File: src/rtl/axil_pkg.sv
// Shared UART framing constants, used by the RX/TX blocks and the TX arbiter.
package axil_pkg;

    // Width of one UART frame word carried on the AXI-Stream links.
    localparam int FRAME_W = 72;

    typedef logic [FRAME_W-1:0] frame_t;

endpackage

File: src/rtl/axis_if_uart.sv
// AXI-Stream link carrying one UART frame per beat.
interface axis_if_uart;
    import axil_pkg::*;

    frame_t tdata;
    logic   tvalid;
    logic   tready;

    modport s_axis (input tdata, input tvalid, output tready);
    modport m_axis (output tdata, output tvalid, input tready);

endinterface

File: src/rtl/axis_uart_tx_arb.sv
// Two-input frame arbiter in front of the UART transmitter.
// A frame is captured into a one-deep output register (IDLE -> SEND) and
// held until the transmitter takes it, so at most one frame per two cycles
// is accepted. Input tready never looks at m_axis.tready.
module axis_uart_tx_arb
    import axil_pkg::*;
#(
    parameter int ARB_MODE = 0,   // 0 = round-robin, 1 = fixed priority (s0 first)
    parameter int CNT_W    = 16
) (
    input  logic             aclk,
    input  logic             aresetn,
    axis_if_uart.s_axis      s0_axis,
    axis_if_uart.s_axis      s1_axis,
    axis_if_uart.m_axis      m_axis,
    output logic [CNT_W-1:0] cnt0,
    output logic [CNT_W-1:0] cnt1,
    output logic             busy
);

    typedef enum logic {
        IDLE = 1'b0,
        SEND = 1'b1
    } state_t;

    state_t      state_reg;
    state_t      state_next;
    logic        last_grant_reg;
    frame_t      tdata_reg;
    logic        tvalid_reg;

    logic        sel;
    logic [1:0]  s_valid;
    logic [1:0]  s_ready;
    logic [1:0]  s_hs;
    logic        m_hs;

    assign s_valid = {s1_axis.tvalid, s0_axis.tvalid};
    assign s_hs    = s_ready & s_valid;
    assign m_hs    = tvalid_reg & m_axis.tready;

    // Pick a requester: round-robin only matters when both are asking;
    // otherwise the single valid port wins (s0 when s0 is valid).
    always_comb begin
        sel = ~s_valid[0];
        if ((ARB_MODE == 0) && (s_valid == 2'b11)) begin
            sel = ~last_grant_reg;
        end
    end

    // State register.
    always_ff @(posedge aclk) begin
        if (!aresetn) begin
            state_reg <= IDLE;
        end else begin
            state_reg <= state_next;
        end
    end

    // Next state: capture on an input handshake, release on output handshake.
    always_comb begin
        state_next = state_reg;
        case (state_reg)
            IDLE:    if (|s_hs) state_next = SEND;
            SEND:    if (m_hs)  state_next = IDLE;
            default: state_next = IDLE;
        endcase
    end

    // Outputs decoded from state: only the selected, valid port sees tready.
    always_comb begin
        s_ready = 2'b00;
        busy    = (state_reg == SEND);
        if (aresetn && (state_reg == IDLE)) begin
            s_ready[0] = ~sel & s_valid[0];
            s_ready[1] =  sel & s_valid[1];
        end
    end

    // Output frame register and arbitration history.
    always_ff @(posedge aclk) begin
        if (!aresetn) begin
            tdata_reg      <= '0;
            tvalid_reg     <= 1'b0;
            last_grant_reg <= 1'b1;
        end else if ((state_reg == IDLE) && (|s_hs)) begin
            tdata_reg      <= sel ? s1_axis.tdata : s0_axis.tdata;
            tvalid_reg     <= 1'b1;
            last_grant_reg <= sel;
        end else if ((state_reg == SEND) && m_hs) begin
            tdata_reg      <= '0;
            tvalid_reg     <= 1'b0;
        end
    end

    // Per-port accepted-frame counters, free-running with wrap.
    generate
        for (genvar gi = 0; gi < 2; gi++) begin : gen_cnt
            logic [CNT_W-1:0] cnt_reg;

            // Count one per accepted handshake on this port.
            always_ff @(posedge aclk) begin
                if (!aresetn) begin
                    cnt_reg <= '0;
                end else if (s_hs[gi]) begin
                    cnt_reg <= cnt_reg + CNT_W'(1);
                end
            end
        end
    endgenerate

    assign cnt0           = gen_cnt[0].cnt_reg;
    assign cnt1           = gen_cnt[1].cnt_reg;
    assign s0_axis.tready = s_ready[0];
    assign s1_axis.tready = s_ready[1];
    assign m_axis.tdata   = tdata_reg;
    assign m_axis.tvalid  = tvalid_reg;

endmodule

File: src/flat_wrapper.sv
// flat-port wrapper written by rule: the top's interface ports become plain ports
module axis_uart_tx_arb_flat import axil_pkg::*;
#(
    parameter int ARB_MODE = 0,                                                    
    parameter int CNT_W    = 16
)
  (aclk, aresetn, cnt0, cnt1, busy, s0_axis_tdata, s0_axis_tvalid, s0_axis_tready, s1_axis_tdata, s1_axis_tvalid, s1_axis_tready, m_axis_tdata, m_axis_tvalid, m_axis_tready);
  axis_if_uart s0_axis_i ();
  axis_if_uart s1_axis_i ();
  axis_if_uart m_axis_i ();
  input  logic aclk;
  input  logic aresetn;
  output logic [CNT_W-1:0] cnt0;
  output logic [CNT_W-1:0] cnt1;
  output logic busy;
  input wire logic [$bits(s0_axis_i.tdata)-1:0] s0_axis_tdata;
  input wire logic [$bits(s0_axis_i.tvalid)-1:0] s0_axis_tvalid;
  output wire logic [$bits(s0_axis_i.tready)-1:0] s0_axis_tready;
  input wire logic [$bits(s1_axis_i.tdata)-1:0] s1_axis_tdata;
  input wire logic [$bits(s1_axis_i.tvalid)-1:0] s1_axis_tvalid;
  output wire logic [$bits(s1_axis_i.tready)-1:0] s1_axis_tready;
  output wire logic [$bits(m_axis_i.tdata)-1:0] m_axis_tdata;
  output wire logic [$bits(m_axis_i.tvalid)-1:0] m_axis_tvalid;
  input wire logic [$bits(m_axis_i.tready)-1:0] m_axis_tready;
  assign s0_axis_i.tdata = s0_axis_tdata;
  assign s0_axis_i.tvalid = s0_axis_tvalid;
  assign s0_axis_tready = s0_axis_i.tready;
  assign s1_axis_i.tdata = s1_axis_tdata;
  assign s1_axis_i.tvalid = s1_axis_tvalid;
  assign s1_axis_tready = s1_axis_i.tready;
  assign m_axis_tdata = m_axis_i.tdata;
  assign m_axis_tvalid = m_axis_i.tvalid;
  assign m_axis_i.tready = m_axis_tready;
  axis_uart_tx_arb #(.ARB_MODE(ARB_MODE), .CNT_W(CNT_W)) u_core (.aclk(aclk), .aresetn(aresetn), .s0_axis(s0_axis_i), .s1_axis(s1_axis_i), .m_axis(m_axis_i), .cnt0(cnt0), .cnt1(cnt1), .busy(busy));
endmodule
File: config.mk
export PLATFORM = sky130hd
export DESIGN_NAME = axis_uart_tx_arb_flat
export DESIGN_NICKNAME = d
export VERILOG_FILES = /design/src/rtl/axil_pkg.sv /design/src/rtl/axis_if_uart.sv /design/src/rtl/axis_uart_tx_arb.sv /design/src/flat_wrapper.sv
export SDC_FILE = /design/constraint.sdc
export NUM_CORES = 1
export LEC_CHECK = 0
export CAP_MARGIN = 20
export CORE_ASPECT_RATIO = 0.9
export CORE_UTILIZATION = 35
export CTS_CLUSTER_DIAMETER = 50
export CTS_CLUSTER_SIZE = 14
export DETAILED_ROUTE_END_ITERATION = 8
export PLACE_DENSITY = 0.8
export SLEW_MARGIN = 15
export SYNTH_ARGS = -nofsm -noshare
export SYNTH_HDL_FRONTEND = slang
export SYNTH_SLANG_ARGS = --single-unit
File: constraint.sdc
create_clock -name aclk -period 1.7 [get_ports aclk]
set_input_delay 0.255 -clock aclk [delete_from_list [all_inputs] [get_ports aclk]]
set_output_delay 0.255 -clock aclk [all_outputs]
set_load 0.1 [all_outputs]
; ---- Yosys cells after proc, flatten, opt, wreduce, memory -nomap -nowiden
; Index checks and enable logic that the tools add are counted.
[classes]
addsub = 2
eq_ne = 1
mux = 10
bitwise = 8
n_reduce_logical = 5
[op_table]
columns = operator, n
row1 = 2-to-1 mux 72 bit, 3
row2 = adder 16 x 1 -> 16 bit (second input constant), 2
row3 = 2-to-1 mux 1 bit, 5
row4 = inverter 1 bit, 4
row5 = AND 1 bit, 3
row6 = logical AND 1 bit, 3
row7 = AND 2 bit, 1
row8 = equality test 2 bit (second input constant), 1
row9 = 2-to-1 mux 2 bit, 1
row10 = case mux 1 bit (2 select lines), 1
row11 = nonzero test 2 bit, 1
row12 = OR reduction 2 bit, 1
[totals]
reg_bits = 107
inputBits = 149
elab_cells = 32

; ---- Depth between registers and ports, before layout
; Gate-level depths: netlist of run 1.
[logic_depth]
word_depth = 9
ltp_mapped = 8
depth_no_buf = 5

; ---- Least setup slack after synthesis of run 1
; No wires, ideal clock.
[synth_timing]
path_type = flip-flop to flip-flop
from = reg u_core.state_reg (netlist: u_core.busy)
to = reg u_core.gen_cnt[0].cnt_reg[1] (netlist: u_core.cnt0[1])
setup_time_ns = 0.241
t_arrival_ns = 3.912
path_slack_ns = -2.453
path_stages_with_launch = 7
period_less_slack_ns = 4.153
cell_sequence = dfxtp_1 -> buf_6 -> nand2b_1 -> clkbuf_1 -> clkbuf_1 -> nor3_1 -> o21ai_0
[synth_via]
elab_chain_cells = 4
[synth_lines]
columns = item, line_no
row1 = from (decl), axis_uart_tx_arb.sv:26  ; state_t state_reg;
row2 = from (signal assigned), axis_uart_tx_arb.sv:56  ; state_reg <= state_next;
row3 = inverter 1 bit, axis_uart_tx_arb.sv:74  ; if (aresetn && (state_reg == IDLE)) begin
row4 = logical AND 1 bit, axis_uart_tx_arb.sv:74
row5 = 2-to-1 mux 2 bit, axis_uart_tx_arb.sv:74
row6 = named net s0_axis_tready, flat_wrapper.sv:18  ; output wire logic [$bits(s0_axis_i.tready)-1:0] s0_axis_tready;
row7 = AND 2 bit, axis_uart_tx_arb.sv:39  ; assign s_hs = s_ready & s_valid;
row8 = to (signal assigned), axis_uart_tx_arb.sv:106  ; cnt_reg <= cnt_reg + CNT_W'(1);
row9 = to (decl), axis_uart_tx_arb.sv:99  ; logic [CNT_W-1:0] cnt_reg;
; The timed path passes the listed nets, and every way through them passes these cells.
; A chain may end at the register's enable or synchronous reset.

; ---- Worst setup path after layout of run 1
[layout_timing]
from = reg u_core.gen_cnt[1].cnt_reg[3] (netlist: u_core.cnt1[3])
to = reg u_core.gen_cnt[1].cnt_reg[12] (netlist: u_core.cnt1[12])
[layout_via]
elab_chain_cells = 1
[layout_lines]
columns = item, line_no
row1 = from (decl), axis_uart_tx_arb.sv:99
row2 = from (signal assigned), axis_uart_tx_arb.sv:106
row3 = adder 16 x 1 -> 16 bit, axis_uart_tx_arb.sv:106
; No other way between the ends.

==> qor.csv, run 1 <==
stage,metric,value,unit
placement,hpwl,13800,um
worst_setup_path,critPathSlowestCell,or4_4,
clocking,cts_hold_repair.buffers,0,
synthesis,netlist_area,5360,um^2
status,outcome,"finished, violations left",
worst_setup_path,crit_path_max_incr_delay,570,ps
routing,dr.pass1.iters,5,
sta,setup_violations,4,
pwr,powerDensity,732,nW/um^2
routing,viasPerCell,5.58,
synthesis,seq_area_frac_synth,0.400,
pwr,peakVddDrop,0.793,mV
floorplanning,fp-row-count,42,
worst_setup_path,worstPathRequired,1980,ps
sta,timing.fmax,0.563,GHz
sta,rsz0062_at_grt,yes,
floorplanning,core-area,14800,um^2
status,violations,negative setup slack,
sta,worstMarginPinSlew,454,ps
sta,fin_tns_setup,-274,ps
clocking,cts_max_level,3,
clocking,cts_tree,yes,
sta,final_max_slew_viol_count,0,
routing,wl_per_cell,18.1,um
global_route,grt_pass1_vias,6321,
routing,final_antenna_net_count,0,
routing,num_vias,6449,
synthesis,synth.largest_area_cell,dfxtp_1,
synthesis,syn-instance-count,693,
worst_setup_path,reg2reg_slack,-80,ps
sta,hold_viol,0,
pwr,p_leak,0.00377,uW
sta,skew,9.27,ps
final_layout,final_cell_area,10200,um^2
flow_run,maxCapViolations,0,
placement,gp_congestion,0.790,
sta,timing.final.crit_share,1.04,
global_route,grt_pass1_wl,31700,um
worst_setup_path,startpoint_type,flop,
floorplanning,die_w,132,um
sta,maxSlewHeadroom,0.698,
worst_setup_path,r2r_cells,4,
synthesis,ys_types,39,
worst_setup_path,cp-end-kind,flop,
synthesis,synth_nets,844,
final_layout,nNetsFinal,1104,
synthesis,synth-edff-count,0,
placement,portBuffers,256,
synthesis,synth_top_area_share,0.400,
worst_setup_path,cp_max_fo,8,
global_route,grt_use_total,0.252,
floorplanning,dieArea,15800,um^2
synthesis,postSynthAreaPerCell,7.73,um^2
sta,holdWs,489,ps
sta,finalWorstSetupSlack,-75.1,ps
synthesis,ys_async_sr_fraction,0,
worst_setup_path,crit_family,simple AND/OR/NAND/NOR gates,
placement,dp.cells,1122,
global_route,overflow,0,
floorplanning,ios,257,
placement,postPlaceCellArea,9630,um^2
hold_path,holdPathStages,5,
worst_setup_path,crit_chain,"a21bo_4, or4_4, or4_1, a21oi_1",
final_layout,drive_above_1_share,0.253,
worst_setup_path,cp.arrival,2060,ps
final_layout,area_growth,89.6,%
clocking,insertion_delay,360,ps
global_route,grt_antenna_before_repair,0,
synthesis,ys_top_cells_by_area,"dfxtp_1 40%, a211o_1 12%, a21oi_1 8.1%, o21ai_0 7.7%, nand3_1 7.5%",
clocking,cts_sinks,107,
clocking,numCtsBuffers,9,
final_layout,antenna_cells,0,
worst_setup_path,r2r-start,u_core.cnt1[3]$_SDFFE_PN0P_,
floorplanning,die_h,119,um
hold_path,min_from,s0_axis_tvalid,
sta,min_period,1780,ps
hold_path,whs_endpoint,u_core.cnt0[6]$_SDFFE_PN0P_,
hold_path,hold_path_class,in2reg,
synthesis,yosysWarnings,0,
routing,drc,0,
synthesis,synth-seq-cells,107,
clocking,cts.clk_slew.worst_paths,80,ps
routing,drt-initial-drc-count,443,
clocking,cts_root_buf,clkbuf_16,
final_layout,largest_reg_flops,72,
floorplanning,initial_core_util,0.362,
final_layout,layout.cells.non_filler,1156,
clocking,cts_buffer_depth,2,
worst_setup_path,timing.rr.end,u_core.cnt1[12]$_SDFFE_PN0P_,
worst_setup_path,path_class,reg2reg,
global_route,grt_max_degree,50,
routing,drt-total-wl,20900,um
worst_setup_path,critPathBufInv,0,
synthesis,ys.flop_type,dfxtp_1,
## final cells by class
type	instances	area, um^2
Clock buffer	11	243
Clock inverter	5	36.3
Fill cell	1119	4660
Inverter	5	18.8
Multi-Input combinational cell	508	3000
Sequential cell	107	2200
Tap cell	198	248
Timing Repair Buffer	322	4420
## synth_stat cells, types with 5 or more instances
master / count
nand2_1: 88
nand4_1: 9
a211o_1: 72
nand3_1: 80
a21oi_1: 87
nand2b_1: 5
or3_1: 9
o31ai_1: 5
o21ai_0: 82
dfxtp_1: 107
xnor2_1: 9
clkbuf_1: 67
nor2_1: 17
## timing repair
item	CTS	global route
gates cloned	2	2
endpoints found under the setup margin	7	46
gates resized for setup	6	8
pin swaps	3	6
buffers inserted	5	9
## tightest hold or removal path, stage by stage
cell	delay, ps
buf_2	120
buf_4	190
nand4_1	100
xor2_1	60
nor2_1	70
## kinds of logic (layout without fill, tap and decap cells)
| logic type | Yosys count | after routing | share of synthesized area |
|---|---|---|---|
| simple gates | 233 | 234 | 0.211 |
| buf+inv | 79 | 343 | 0.0593 |
| flops | 107 | 107 | 0.400 |
| compound gates | 256 | 256 | 0.298 |
| fa+ha+maj | 2 | 2 | 0.00467 |
| mux | 4 | 4 | 0.00747 |
| xor+xnor | 12 | 12 | 0.0196 |
## cells in the final DEF, fill, tap and decap left out, drive strengths merged, types with 2 or more instances in the layout
cell / n
and3: 3
and4: 4
o211ai: 2
or4: 6
nand2b: 5
o31a: 2
nand4: 9
nor2: 17
buf: 172
xor2: 3
nand2: 88
nor3: 3
xnor2: 9
dfxtp: 107
nand3: 80
a21oi: 87
clkbuf: 13
o31ai: 5
mux2i: 4
a211o: 72
or3: 9
dlygate4sd2: 2
o21a: 3
nor4: 4
clkdlybuf4s50: 145
ha: 2
inv: 7
o21ai: 82
nor2b: 2
clkinv: 3
## where the power goes
| group | switching (uW) | internal, uW |
|---|---|---|
| Combinational | 1530 | 1130 |
| Clock | 992 | 1040 |
| Sequential | 128 | 2620 |
| Total | 2650 | 4790 |
## per-stage QoR
step | setup WS (ps) | total power, uW | util
CTS | -29.5 | 7460 | 0.675
detailed placement | -374 | 5390 | 0.650
floorplan | -466 | 4190 | -
finish | -75.1 | 7440 | 0.686
global route | -122 | 7720 | 0.686
global placement | -327 | 5350 | 0.650
## layer usage
layer | track usage | vias up | wire (um)
met5 | 0 | - | 0
met4 | 0.109 | 0 | 588
met3 | 0.0779 | 40 | 1840
met2 | 0.437 | 310 | 10400
met1 | 0.285 | 3061 | 8160
li1 | - | 3038 | -
## worst max path at each step
stage	startpoint	to	slack [ps]	cells after the start
floorplan	u_core.busy$_SDFF_PN0_	u_core.cnt0[0]$_SDFFE_PN0P_	-470	7
global placement	aresetn	u_core.cnt1[12]$_SDFFE_PN0P_	-330	5
detailed placement	s1_axis_tvalid	u_core.cnt1[12]$_SDFFE_PN0P_	-370	5
CTS	u_core.busy$_SDFF_PN0_	u_core.cnt1[12]$_SDFFE_PN0P_	-30	4
global route	u_core.cnt1[3]$_SDFFE_PN0P_	u_core.cnt1[14]$_SDFFE_PN0P_	-120	4
finish	u_core.cnt1[3]$_SDFFE_PN0P_	u_core.cnt1[12]$_SDFFE_PN0P_	-80	4
(Power assumes the default switching activity.)
==> inputs of run 2 (changes only) <==
--- a/config.mk
+++ b/config.mk
@@ -5,13 +5,13 @@
 export SDC_FILE = /design/constraint.sdc
 export NUM_CORES = 1
 export LEC_CHECK = 0
-export CAP_MARGIN = 20
 export CORE_ASPECT_RATIO = 0.9
 export CORE_UTILIZATION = 35
 export CTS_CLUSTER_DIAMETER = 50
 export CTS_CLUSTER_SIZE = 14
 export DETAILED_ROUTE_END_ITERATION = 8
 export PLACE_DENSITY = 0.8
+export SETUP_SLACK_MARGIN = 0.3
 export SLEW_MARGIN = 15
 export SYNTH_ARGS = -nofsm -noshare
 export SYNTH_HDL_FRONTEND = slang
==> run 2 against run 1 <==
The flow still finishes with violations (negative setup slack). Via count is 3.3% higher. Maximum frequency increased by 1.7%. Design area grew 8.6%. First-iteration DRC count grew 5.2%. Sequential power barely moved. Critical path depth stayed put. Final cell count up 1.5%. Non-clock buffer count rose by 17. Clock power up 4%. Register-to-register slack better by 30 ps. Combinational power up 12%. Critical endpoint is now u_core.cnt1[11]$_SDFFE_PN0P_. Highest routed layer unchanged.
==> qor.csv, run 2 (synthesis gave the netlist of run 1 again) <==
stage,metric,value,unit,change
status,outcome,"finished, violations left",,
status,violations,negative setup slack,,
clocking,cts_root_buf,clkbuf_16,,
sta,maxSlewHeadroom,0.695,,-0.00213
routing,viasPerCell,5.68,,+1.8%
global_route,overflow,0,,unchanged
sta,worstMarginPinSlew,457,ps,+3.19 ps
final_layout,antenna_cells,0,,unchanged
final_layout,nNetsFinal,1121,,+1.5%
routing,num_vias,6663,,+3.3%
floorplanning,ios,257,,unchanged
floorplanning,dieArea,15800,um^2,unchanged
final_layout,final_cell_area,11000,um^2,+8.6%
sta,timing.final.crit_share,1.03,,-0.0177
routing,final_antenna_net_count,0,,unchanged
placement,dpl_worst_slack,-461,ps,-87.1 ps
sta,min_period,1750,ps,-30.0 ps
routing,dr.pass1.iters,5,,unchanged
routing,wl_per_cell,19.9,um,+9.7%
clocking,cts_max_level,3,,unchanged
hold_path,holdPathStages,3,,-2
worst_setup_path,cp_max_fo,8,,unchanged
final_layout,mostFrequentLayoutCells,"145 x clkdlybuf4s50_1, 128 x buf_12, 87 x nand2_1",,
global_route,grt_max_degree,55,,+10%
sta,rsz0062_at_grt,yes,,
sta,timing.fmax,0.573,GHz,+1.7%
routing,routed.top_layer,met4,,
routing,drt-initial-drc-count,466,,+5.2%
floorplanning,fp-row-count,42,,unchanged
sta,fin_tns_setup,-117,ps,+157 ps
worst_setup_path,startpoint_type,flop,,
sta,holdWs,435,ps,-53.7 ps
sta,skew,6.75,ps,-2.52 ps
worst_setup_path,cp.arrival,2030,ps,-30 ps
clocking,numCtsBuffers,9,,unchanged
sta,finalWorstSetupSlack,-45.1,ps,+30.0 ps
final_layout,layout_commonest_cell,clkdlybuf4s50_1,,
routing,wl_met3,2190,um,+19%
sta,final_max_slew_viol_count,0,,unchanged
clocking,insertion_delay,360,ps,about the same
flow_run,maxCapViolations,0,,unchanged
global_route,grt_pass1_vias,6592,,+4.3%
placement,gp_congestion,0.817,,+3.4%
placement,postPlaceCellArea,9660,um^2,+0.30%
global_route,grt_pass1_wl,34200,um,+7.8%
floorplanning,die_h,119,um,unchanged
sta,hold_viol,0,,unchanged
clocking,cts_tree,yes,,
floorplanning,initial_core_util,0.362,,unchanged
pwr,powerDensity,711,nW/um^2,-2.9%
placement,hpwl,14000,um,+1.6%
placement,portBuffers,256,,unchanged
routing,met2_length,11600,um,+12%
clocking,cts.clk_slew.worst_paths,70,ps,about the same
routing,drt-total-wl,23300,um,+11%
clocking,cts_hold_repair.buffers,0,,unchanged
floorplanning,core-area,14800,um^2,unchanged
worst_setup_path,worstPathRequired,1980,ps,about the same
worst_setup_path,cp-end-kind,flop,,
worst_setup_path,r2r_cells,4,,unchanged
clocking,cts_buffer_depth,2,,unchanged
sta,setup_violations,6,,+2
final_layout,drive_above_1_share,0.347,,+0.0941
hold_path,hold_path_class,in2reg,,
global_route,grt_use_total,0.275,,+0.0228
worst_setup_path,path_class,reg2reg,,
final_layout,largest_reg_flops,72,,unchanged
floorplanning,die_w,132,um,unchanged
routing,drc,0,,unchanged
final_layout,nFillCells,1015,,-9.3%
pwr,peakVddDrop,0.682,mV,-14%
routing,wl_met1,8910,um,+9.2%
final_layout,area_growth,106,%,
pwr,p_leak,0.00405,uW,+7.3%
global_route,grt_antenna_before_repair,0,,unchanged
clocking,cts_sinks,107,,unchanged
==> run 2: cell count changes in the layout (fill, tap and decap cells not counted), sizes merged <==
cell / previous run / this run
bufbuf: 1 / 2
inv: 7 / 8
clkbuf: 13 / 15
bufinv: 0 / 1
buf: 172 / 184
==> run 2: critical path, stage by stage (launching register included) <==
cell      delay, ps
dfxtp_4         350
nand3b_4        160
or4_4           590
or4_1           440
a21oi_1         140
==> run 2: metrics by stage <==
stage / total power, uW / util / std cells
2_1_floorplan: 4210 / - / 693
3_3_place_gp: 5330 / 0.652 / 1120
3_5_place_dp: 5350 / 0.652 / 1120
4_1_cts: 7660 / 0.706 / 1156
5_1_grt: 8110 / 0.745 / 1173
6_report: 7850 / 0.745 / 1173
==> run 2: repair_timing <==
| item | 4_1_cts | 5_1_grt |
|---|---|---|
| pin swaps | 13 | 105 |
| setup endpoints to repair | 102 | 102 |
| setup buffers | 11 | 10 |
| resized for setup | 65 | 120 |
| cloned | 9 | 7 |
==> run 2: cell type report <==
type,instances,area [um^2],area share
Clock buffer,9,225,0.0204
Clock inverter,7,65.1,0.00590
Inverter,5,18.8,0.00170
Multi-Input combinational cell,508,3360,0.304
Sequential cell,107,2240,0.203
Tap cell,198,248,0.0225
Timing Repair Buffer,339,4880,0.443
==> run 2: metal layers <==
layer / vias up / global-route usage
li1: 3088 / -
met1: 3216 / 0.317
met2: 312 / 0.475
met3: 47 / 0.0830
met4: 0 / 0.109
met5: - / 0
==> run 2: final timing paths <==
check | end | startpoint | slack, ps
setup / recovery | u_core.cnt1[11]$_SDFFE_PN0P_ | u_core.busy$_SDFF_PN0_ | -50
hold / removal | u_core.last_grant_reg$_SDFFE_PN1P_ | aresetn | 440
setup reg to reg | u_core.cnt1[11]$_SDFFE_PN0P_ | u_core.busy$_SDFF_PN0_ | -50
hold reg to reg | u_core.m_axis.tdata[23]$_SDFFE_PN0P_ | u_core.m_axis.tdata[23]$_SDFFE_PN0P_ | 490
==> run 2: power by group <==
group | internal [uW] | total (uW) | switching, uW
logic | 1320 | 2980 | 1670
clock network | 1140 | 2130 | 989
registers | 2600 | 2730 | 133
total | 5060 | 7850 | 2790
